==> config.mk <==
export PLATFORM = sky130hd
export DESIGN_NAME = elastic_pipeline
export DESIGN_NICKNAME = d
export VERILOG_FILES = /design/src/rtl/pipeline_pkg.sv /design/src/rtl/pipe_stage.sv /design/src/rtl/elastic_pipeline.sv
export SDC_FILE = /design/constraint.sdc
export NUM_CORES = 1
export LEC_CHECK = 0
export CORE_ASPECT_RATIO = 1.4
export CORE_MARGIN = 4
export CORE_UTILIZATION = 48
export CTS_CLUSTER_DIAMETER = 30
export DETAILED_ROUTE_END_ITERATION = 8
export GPL_TIMING_DRIVEN = 0
export PLACE_DENSITY = 0.89
export SETUP_SLACK_MARGIN = 0.15
export SKIP_LAST_GASP = 1
export SYNTH_ARGS = -nofsm -noshare
export SYNTH_HDL_FRONTEND = slang
export SYNTH_SLANG_ARGS = --single-unit
export TNS_END_PERCENT = 10
==> constraint.sdc <==
create_clock -name clk -period 4 [get_ports clk]
set_input_delay 0.4 -clock clk [delete_from_list [all_inputs] [get_ports clk]]
set_output_delay 0.4 -clock clk [all_outputs]
set_load 0.005 [all_outputs]
==> src/rtl/pipeline_pkg.sv <==
// Shared constants for the elastic pipeline slice: default geometry and the
// width of the delivered-word counter.
package pipeline_pkg;
  localparam int unsigned DEF_WIDTH = 32;
  localparam int unsigned DEF_DEPTH = 2;
  localparam int unsigned XFER_W    = 32;
endpackage

==> src/rtl/pipe_stage.sv <==
// One elastic register stage: valid/data register plus its accept/advance logic.
// in_ready is combinational from out_ready so a full pipeline can stream.
module pipe_stage
  import pipeline_pkg::*;
#(
  parameter int unsigned WIDTH = DEF_WIDTH
) (
  input  logic             clk,
  input  logic             reset,
  input  logic             flush,
  input  logic             in_valid,
  input  logic [WIDTH-1:0] in_data,
  output logic             in_ready,
  input  logic             out_ready,
  output logic             out_valid,
  output logic [WIDTH-1:0] out_data
);

  logic             valid;
  logic [WIDTH-1:0] data;
  logic             advance;

  // flush blocks every transfer, so both directions are gated here
  assign advance  = valid && out_ready && !flush;
  assign in_ready = (!valid || advance) && !flush;

  always_ff @(posedge clk) begin
    if (reset || flush) begin
      valid <= 1'b0;
    end else if (in_ready) begin
      valid <= in_valid;
    end
  end

  always_ff @(posedge clk) begin
    if (in_ready && in_valid) begin
      data <= in_data;
    end
  end

  assign out_valid = valid;
  assign out_data  = data;

endmodule

==> src/rtl/elastic_pipeline.sv <==
// Elastic pipeline of DEPTH pipe_stage registers with valid/ack handshakes,
// occupancy tracking, flush, and a saturating delivered-word counter.
module elastic_pipeline
  import pipeline_pkg::*;
#(
  parameter int unsigned WIDTH = DEF_WIDTH,
  parameter int unsigned DEPTH = DEF_DEPTH,
  parameter int unsigned CNT_W = $clog2(DEPTH + 1)
) (
  input  logic              clk,
  input  logic              reset,
  input  logic              DIR,
  input  logic [WIDTH-1:0]  data_in,
  output logic              ack_from_pipeline,
  output logic              DOR,
  output logic [WIDTH-1:0]  data_out,
  input  logic              ack_to_pipeline,
  input  logic              flush,
  output logic [CNT_W-1:0]  count,
  output logic              empty,
  output logic              full,
  output logic [XFER_W-1:0] xfer_count
);

  logic in_xfer;
  logic out_xfer;

  // Ready chain runs back from the output stage; each stage keeps its own
  // signals so the chain has no self-dependent vector.
  for (genvar i = 0; i < DEPTH; i++) begin : g_stage
    logic             rdy;
    logic             vld;
    logic [WIDTH-1:0] dat;
    logic             up_vld;
    logic [WIDTH-1:0] up_dat;
    logic             down_rdy;

    if (i == 0) begin : g_head
      assign up_vld = DIR;
      assign up_dat = data_in;
    end else begin : g_body
      assign up_vld = g_stage[i-1].vld;
      assign up_dat = g_stage[i-1].dat;
    end

    if (i == DEPTH - 1) begin : g_tail
      assign down_rdy = ack_to_pipeline;
    end else begin : g_link
      assign down_rdy = g_stage[i+1].rdy;
    end

    pipe_stage #(
      .WIDTH(WIDTH)
    ) u_stage (
      .clk      (clk),
      .reset    (reset),
      .flush    (flush),
      .in_valid (up_vld),
      .in_data  (up_dat),
      .in_ready (rdy),
      .out_ready(down_rdy),
      .out_valid(vld),
      .out_data (dat)
    );
  end

  assign ack_from_pipeline = g_stage[0].rdy;
  assign DOR               = g_stage[DEPTH-1].vld && !flush;
  assign data_out          = g_stage[DEPTH-1].dat;

  assign in_xfer  = DIR && ack_from_pipeline;
  assign out_xfer = DOR && ack_to_pipeline;

  always_ff @(posedge clk) begin
    if (reset || flush) begin
      count <= '0;
    end else if (in_xfer && !out_xfer) begin
      count <= count + CNT_W'(1);
    end else if (out_xfer && !in_xfer) begin
      count <= count - CNT_W'(1);
    end
  end

  always_ff @(posedge clk) begin
    if (reset) begin
      xfer_count <= '0;
    end else if (out_xfer && (xfer_count != '1)) begin
      xfer_count <= xfer_count + XFER_W'(1);
    end
  end

  assign empty = (count == '0);
  assign full  = (count == CNT_W'(DEPTH));

endmodule

==> After elaboration in Yosys (flattened, before gate mapping) <==
Index checks and enable logic that the tools add are counted.
{ "word_totals": {"reg_bits": 100, "inputBits": 37, "word_cells": 35} }
{ "op_classes": {"n_addsub": 3, "n_eq_ne": 2, "muxes": 2, "n_reduce_logical": 22} }
{ "op_table": {"columns": ["op", "n"], "rows": [
  ["$add A32 B1 Y32 const B", 1],
  ["$ne A32 B32 Y1 const B", 1],
  ["$logic_and A1 B1 Y1", 12],
  ["$logic_not A1 Y1", 5],
  ["$mux W2", 2],
  ["$logic_or A1 B1 Y1", 3],
  ["$add A2 B1 Y2 const B", 1],
  ["$eq A2 B2 Y1 const B", 1],
  ["$logic_not A2 Y1", 1],
  ["$reduce_bool A2 Y1", 1],
  ["$sub A2 B1 Y2 const B", 1]
]} }

==> Longest topological paths before layout <==
{ "logic_depth": {"depth_word": 13, "depth_mapped": 10} }

==> Cells and area by module <==
Synthesis repeated with hierarchy kept, for this count alone.
{ "unflattened": {"cells_unflattened": 282, "area_unflattened_um2": 3781.1} }
{ "modules_own_cells": {"columns": ["module", "instances", "cells_per_inst", "area_each_um2", "seq_area_each_um2"], "rows": [
  ["pipe_stage", 2, 38, 1022.2, 980.9],
  ["elastic_pipeline", 1, 206, 1736.7, 680.7]
]} }

==> Least setup slack after synthesis <==
Ideal clock, no wire load.
{ "synth_path": {"path_kind": "input to register", "start": "input port flush", "end": "register g_stage[1].u_stage.data[0], enable pin", "setup_ns": 0.468, "t_arrival_ns": 2.906, "setup_slack_ns": 0.626, "stages": 2, "n_path_buf": 1, "path_cell_list": "buf_6 -> nor3b_1"} }
{ "synth_between": {"elab_chain_len": 5} }
{ "synth_lines": {"columns": ["element", "line", "rtl"], "rows": [
  ["start, declared", "elastic_pipeline.sv:18", "input logic flush,"],
  ["$logic_not A1 Y1 *", "pipe_stage.sv:24, pipe_stage.sv:25", null],
  ["$logic_and A1 B1 Y1", "pipe_stage.sv:24", "assign advance = valid && out_ready && !flush;"],
  ["$logic_or A1 B1 Y1", "pipe_stage.sv:25", "assign in_ready = (!valid || advance) && !flush;"],
  ["$logic_and A1 B1 Y1 *", "pipe_stage.sv:25", null],
  ["$logic_and A1 B1 Y1 *", "pipe_stage.sv:36", "if (in_ready && in_valid) begin"],
  ["end signal, assigned", "pipe_stage.sv:37", "data <= in_data;"],
  ["end, declared", "pipe_stage.sv:20", "logic [WIDTH-1:0] data;"]
]} }
Every way passes the cells marked *; elsewhere a longest branch is shown, timed or not.
A chain may end at the register's enable or synchronous reset.

==> Worst setup path after layout <==
{ "layout_path": {"start": "input port ack_to_pipeline", "end": "register count[1]"} }
{ "layout_between": {"elab_chain_len": 12} }
{ "layout_lines": {"columns": ["element", "line", "rtl"], "rows": [
  ["start, declared", "elastic_pipeline.sv:17", "input logic ack_to_pipeline,"],
  ["$logic_and A1 B1 Y1 * (2 in a row)", "pipe_stage.sv:24", null],
  ["$logic_or A1 B1 Y1 *", "pipe_stage.sv:25", null],
  ["$logic_and A1 B1 Y1 *", "pipe_stage.sv:25", null],
  ["$logic_and A1 B1 Y1 * (2 in a row)", "pipe_stage.sv:24", null],
  ["$logic_or A1 B1 Y1 *", "pipe_stage.sv:25", null],
  ["$logic_and A1 B1 Y1 *", "pipe_stage.sv:25", null],
  ["$logic_and A1 B1 Y1 *", "elastic_pipeline.sv:71", "assign in_xfer = DIR && ack_from_pipeline;"],
  ["named net in_xfer", "elastic_pipeline.sv:25", "logic in_xfer;"],
  ["$logic_not A1 Y1", "elastic_pipeline.sv:79", "end else if (out_xfer && !in_xfer) begin"],
  ["$logic_and A1 B1 Y1", "elastic_pipeline.sv:79", null],
  ["$reduce_bool A2 Y1 (no line)", null, null],
  ["end signal, assigned", "elastic_pipeline.sv:78", "count <= count + CNT_W'(1);"],
  ["end signal, assigned", "elastic_pipeline.sv:80", "count <= count - CNT_W'(1);"],
  ["end, declared", "elastic_pipeline.sv:19", "output logic [CNT_W-1:0] count,"]
]} }
Mark *: on every way through the listed nets, which the timed path passes. The rest lies on a longest branch.

==> key figures <==
STA
  – RSZ-0062 raised after global routing: false
  – Skew final: 9.613 ps
  – Tightest Pin Transition: 1212 ps
  – Max-slew violations: 0
  – Max-slew headroom: about a fifth
  – Fin crit share: around 66%
  – Worst setup margin: approximately 1400 ps
  – Fmax: 379.1 MHz
  – Final setup TNS: 0 ps
  – Worst hold slack: ~230 ps
  – Final worst path period need: approximately 2600 ps
  – Final Hold Vio Count: 0
  – Setup Viol. Count Final: 0

Critical path
  – Critical R2R Launch: g_stage[1].u_stage.out_valid
  – Arr. time, crit path: around 2900 ps
  – CP Depth: 9
  – Worst EP required: around 4200 ps
  – Crit path max-delay family: buffers and inverters
  – R2R setup slack: ~1500 ps
  – RR Endpoint: count[1]
  – CP endpoint: count[1]
  – Critical Path Slowest Stage Cell: inv_1
  – CP Launch Point: ack_to_pipeline
  – Worst Setup Start Kind: input pin
  – Cell Chain, Critical Path: clkdlybuf4s50_1, nor2b_1, a21oi_1, nand2_1, inv_1, ha_1, nor2_1, xnor2_1, nor3_1
  – Crit path max fanout: 33
  – Critical path's largest stage delay: a little under 900 ps
  – Crit path kind: input pin to flop
  – Worst path buffer plus inverter count: 2
  – Cells on worst reg2reg path: 8
  – Worst Setup End Kind: flop

GRT
  – Initial antenna violation count: 0
  – Vias in the first global route: about 2,800
  – Gr usage total: between 15 and 20%
  – Pin count of the biggest net entering global routing: 34
  – First-pass GRT wire length: approximately 15,000 µm
  – Remaining global-route overflow: 0

Clocking
  – CTS tree: yes
  – Resized Gates After CTS: 0
  – CTS H-Tree Depth: 3
  – Total CTS buffers: 9
  – CTS clk-pin slew, worst paths: approximately 90 ps
  – Clk_lat worst skew: roughly 370 ps
  – Root Driver: clkbuf_8
  – Post-CTS Setup Bufs: 0
  – Clock Sinks: 100
  – Post-CTS Hold Fix Bufs: 0
  – CTS max path bufs: 2

Logic synthesis
  – Post-synth EDFFs: 64
  – Post-synth cell types: between 40 and 50
  – Synth Area per Inst: between 10 and 15 µm²
  – Leading cell types by count after synthesis: edfxtp_1 (64), dfxtp_1 (36), a21oi_1 (26), o21ai_0 (15), or3_1 (14)
  – Sequential area share after synthesis: between 60% and 70%
  – Post-synth top area share: around half
  – Post-synth ARST share: 0%
  – Synthesized flop and latch total: 100
  – Syn Nets: roughly 330
  – Leading area contributor after synthesis: edfxtp_1
  – Most frequent cell after synthesis: edfxtp_1
  – Synth warnings: 0
  – Mapped Area: roughly 4000 µm²
  – Synth Flop Type: edfxtp_1
  – Gate Count Post-Synth: slightly below 300
  – Top cells by area, synth: edfxtp_1 (49%), dfxtp_1 (19%), a21oi_1 (3.3%)

Routing
  – Initial DRC Count: approximately 180
  – DRC: 0
  – Wire per inst: 18.01 µm
  – Antenna-violating nets left: 0
  – Total Wirelength: around 9300 µm
  – DRT Pass-1 Iters: 5
  – Vias per cell: around 5.7
  – Routed via count: approximately 3,000

Placed design
  – Routability congestion estimate: roughly 0.89
  – DP Worst Slack: a little over 900 ps
  – IO Port Bufs: between 100 and 150
  – Post-DP Area: a little over 5000 µm²
  – Placed Cells: approximately 500
  – Post-DP HPWL: a little under 7000 µm

Final layout
  – Layout overhead on the synthesized area: 36.28%
  – Fin area: about 5300 µm²
  – Fin util: 67.58%
  – N_diodes: 0
  – Final layout net count: approximately 450
  – Post-Layout Cell Count: around 520
  – Layout cells sized above 1: between 10% and 20%

Pwr
  – Tot Pwr: approximately 1.9 mW
  – Peak VDD IR: 0.3004 mV
  – Pwr/cell area: roughly 350 nW/µm²
  – Leakage: roughly 1.7 nW

Hold path
  – HP Class: input pin to flop

Die
  – DIE AREA: around 9600 µm²
  – Row count: 38
  – Starting Density: 49.59%
  – Die X: ~84 µm
  – Die height: 114.5 µm
  – # IOs: about 110
  – Core area: 7845 µm²

Outcome
  – Status: complete, no violations

Job
  – Total of max-cap violations: 0
==> sequential cells by signal, indices dropped and copies added, names as in the netlist <==
name                       flops
xfer_count                    32
g_stage.u_stage.out_valid      2
count                          2
g_stage.u_stage.out_data      64
==> kinds of logic (layout without fill, tap and decap cells) <==
logic type	after synthesis	count (layout)	synth area share, %
buf+inv	19	142	3.248
compound gates	59	59	8.878
xor+xnor	4	4	0.9008
fa+ha+maj	2	2	0.6432
simple gates	107	107	17.53
flops	100	100	67.93
mux	3	3	0.8684
==> placed cells by master, fill, tap and decap left out, types with 11 or more instances in the layout <==
master,n
nand3_1,13
o31ai_1,11
nor2_1,12
clkdlybuf4s50_1,105
or3_1,14
nand2_1,11
edfxtp_1,64
or4_1,11
o21ai_0,15
a21oi_1,26
dfxtp_1,36
==> power by group <==
| part | total (mW) | switching, mW | internal, mW | leakage [nW] |
|---|---|---|---|---|
| Sequential | 1.14 | 0.00833 | 1.13 | 0.880 |
| Clock | 0.656 | 0.358 | 0.299 | 0.102 |
| Combinational | 0.0768 | 0.0301 | 0.0467 | 0.758 |
==> cell type report <==
cell class              count  area (µm²)
flip-flops and latches    100        2643
fillers                   567        2544
multi-input cells         175        1126
repair buffers            107        1074
well taps                 100       125.1
clock buffers               9       123.9
plain buffers              14       107.6
clock inverters             7       83.83
inverters                   5       18.77
==> per-layer routing <==
metal,vias to the layer above,wire (µm),track usage (%)
li1,1365,-,-
met1,1383,3552,23.69
met2,158,4854,34.40
met3,17,724,5.760
met4,0,181,6.760
met5,-,0,0
==> worst min-delay path by stage <==
stage,from,depth (start not counted),slack (ps),end
after floorplan,g_stage[0].u_stage.out_data[0],0,400,g_stage[1].u_stage.out_data[0]
after global placement,g_stage[0].u_stage.out_data[8],0,400,g_stage[1].u_stage.out_data[8]
after detailed placement,g_stage[0].u_stage.out_data[7],0,400,g_stage[1].u_stage.out_data[7]
after CTS,flush,2,220,g_stage[0].u_stage.out_valid
after global routing,flush,2,210,g_stage[1].u_stage.out_valid
final,flush,2,230,count[1]
(Power assumes the default switching activity.)
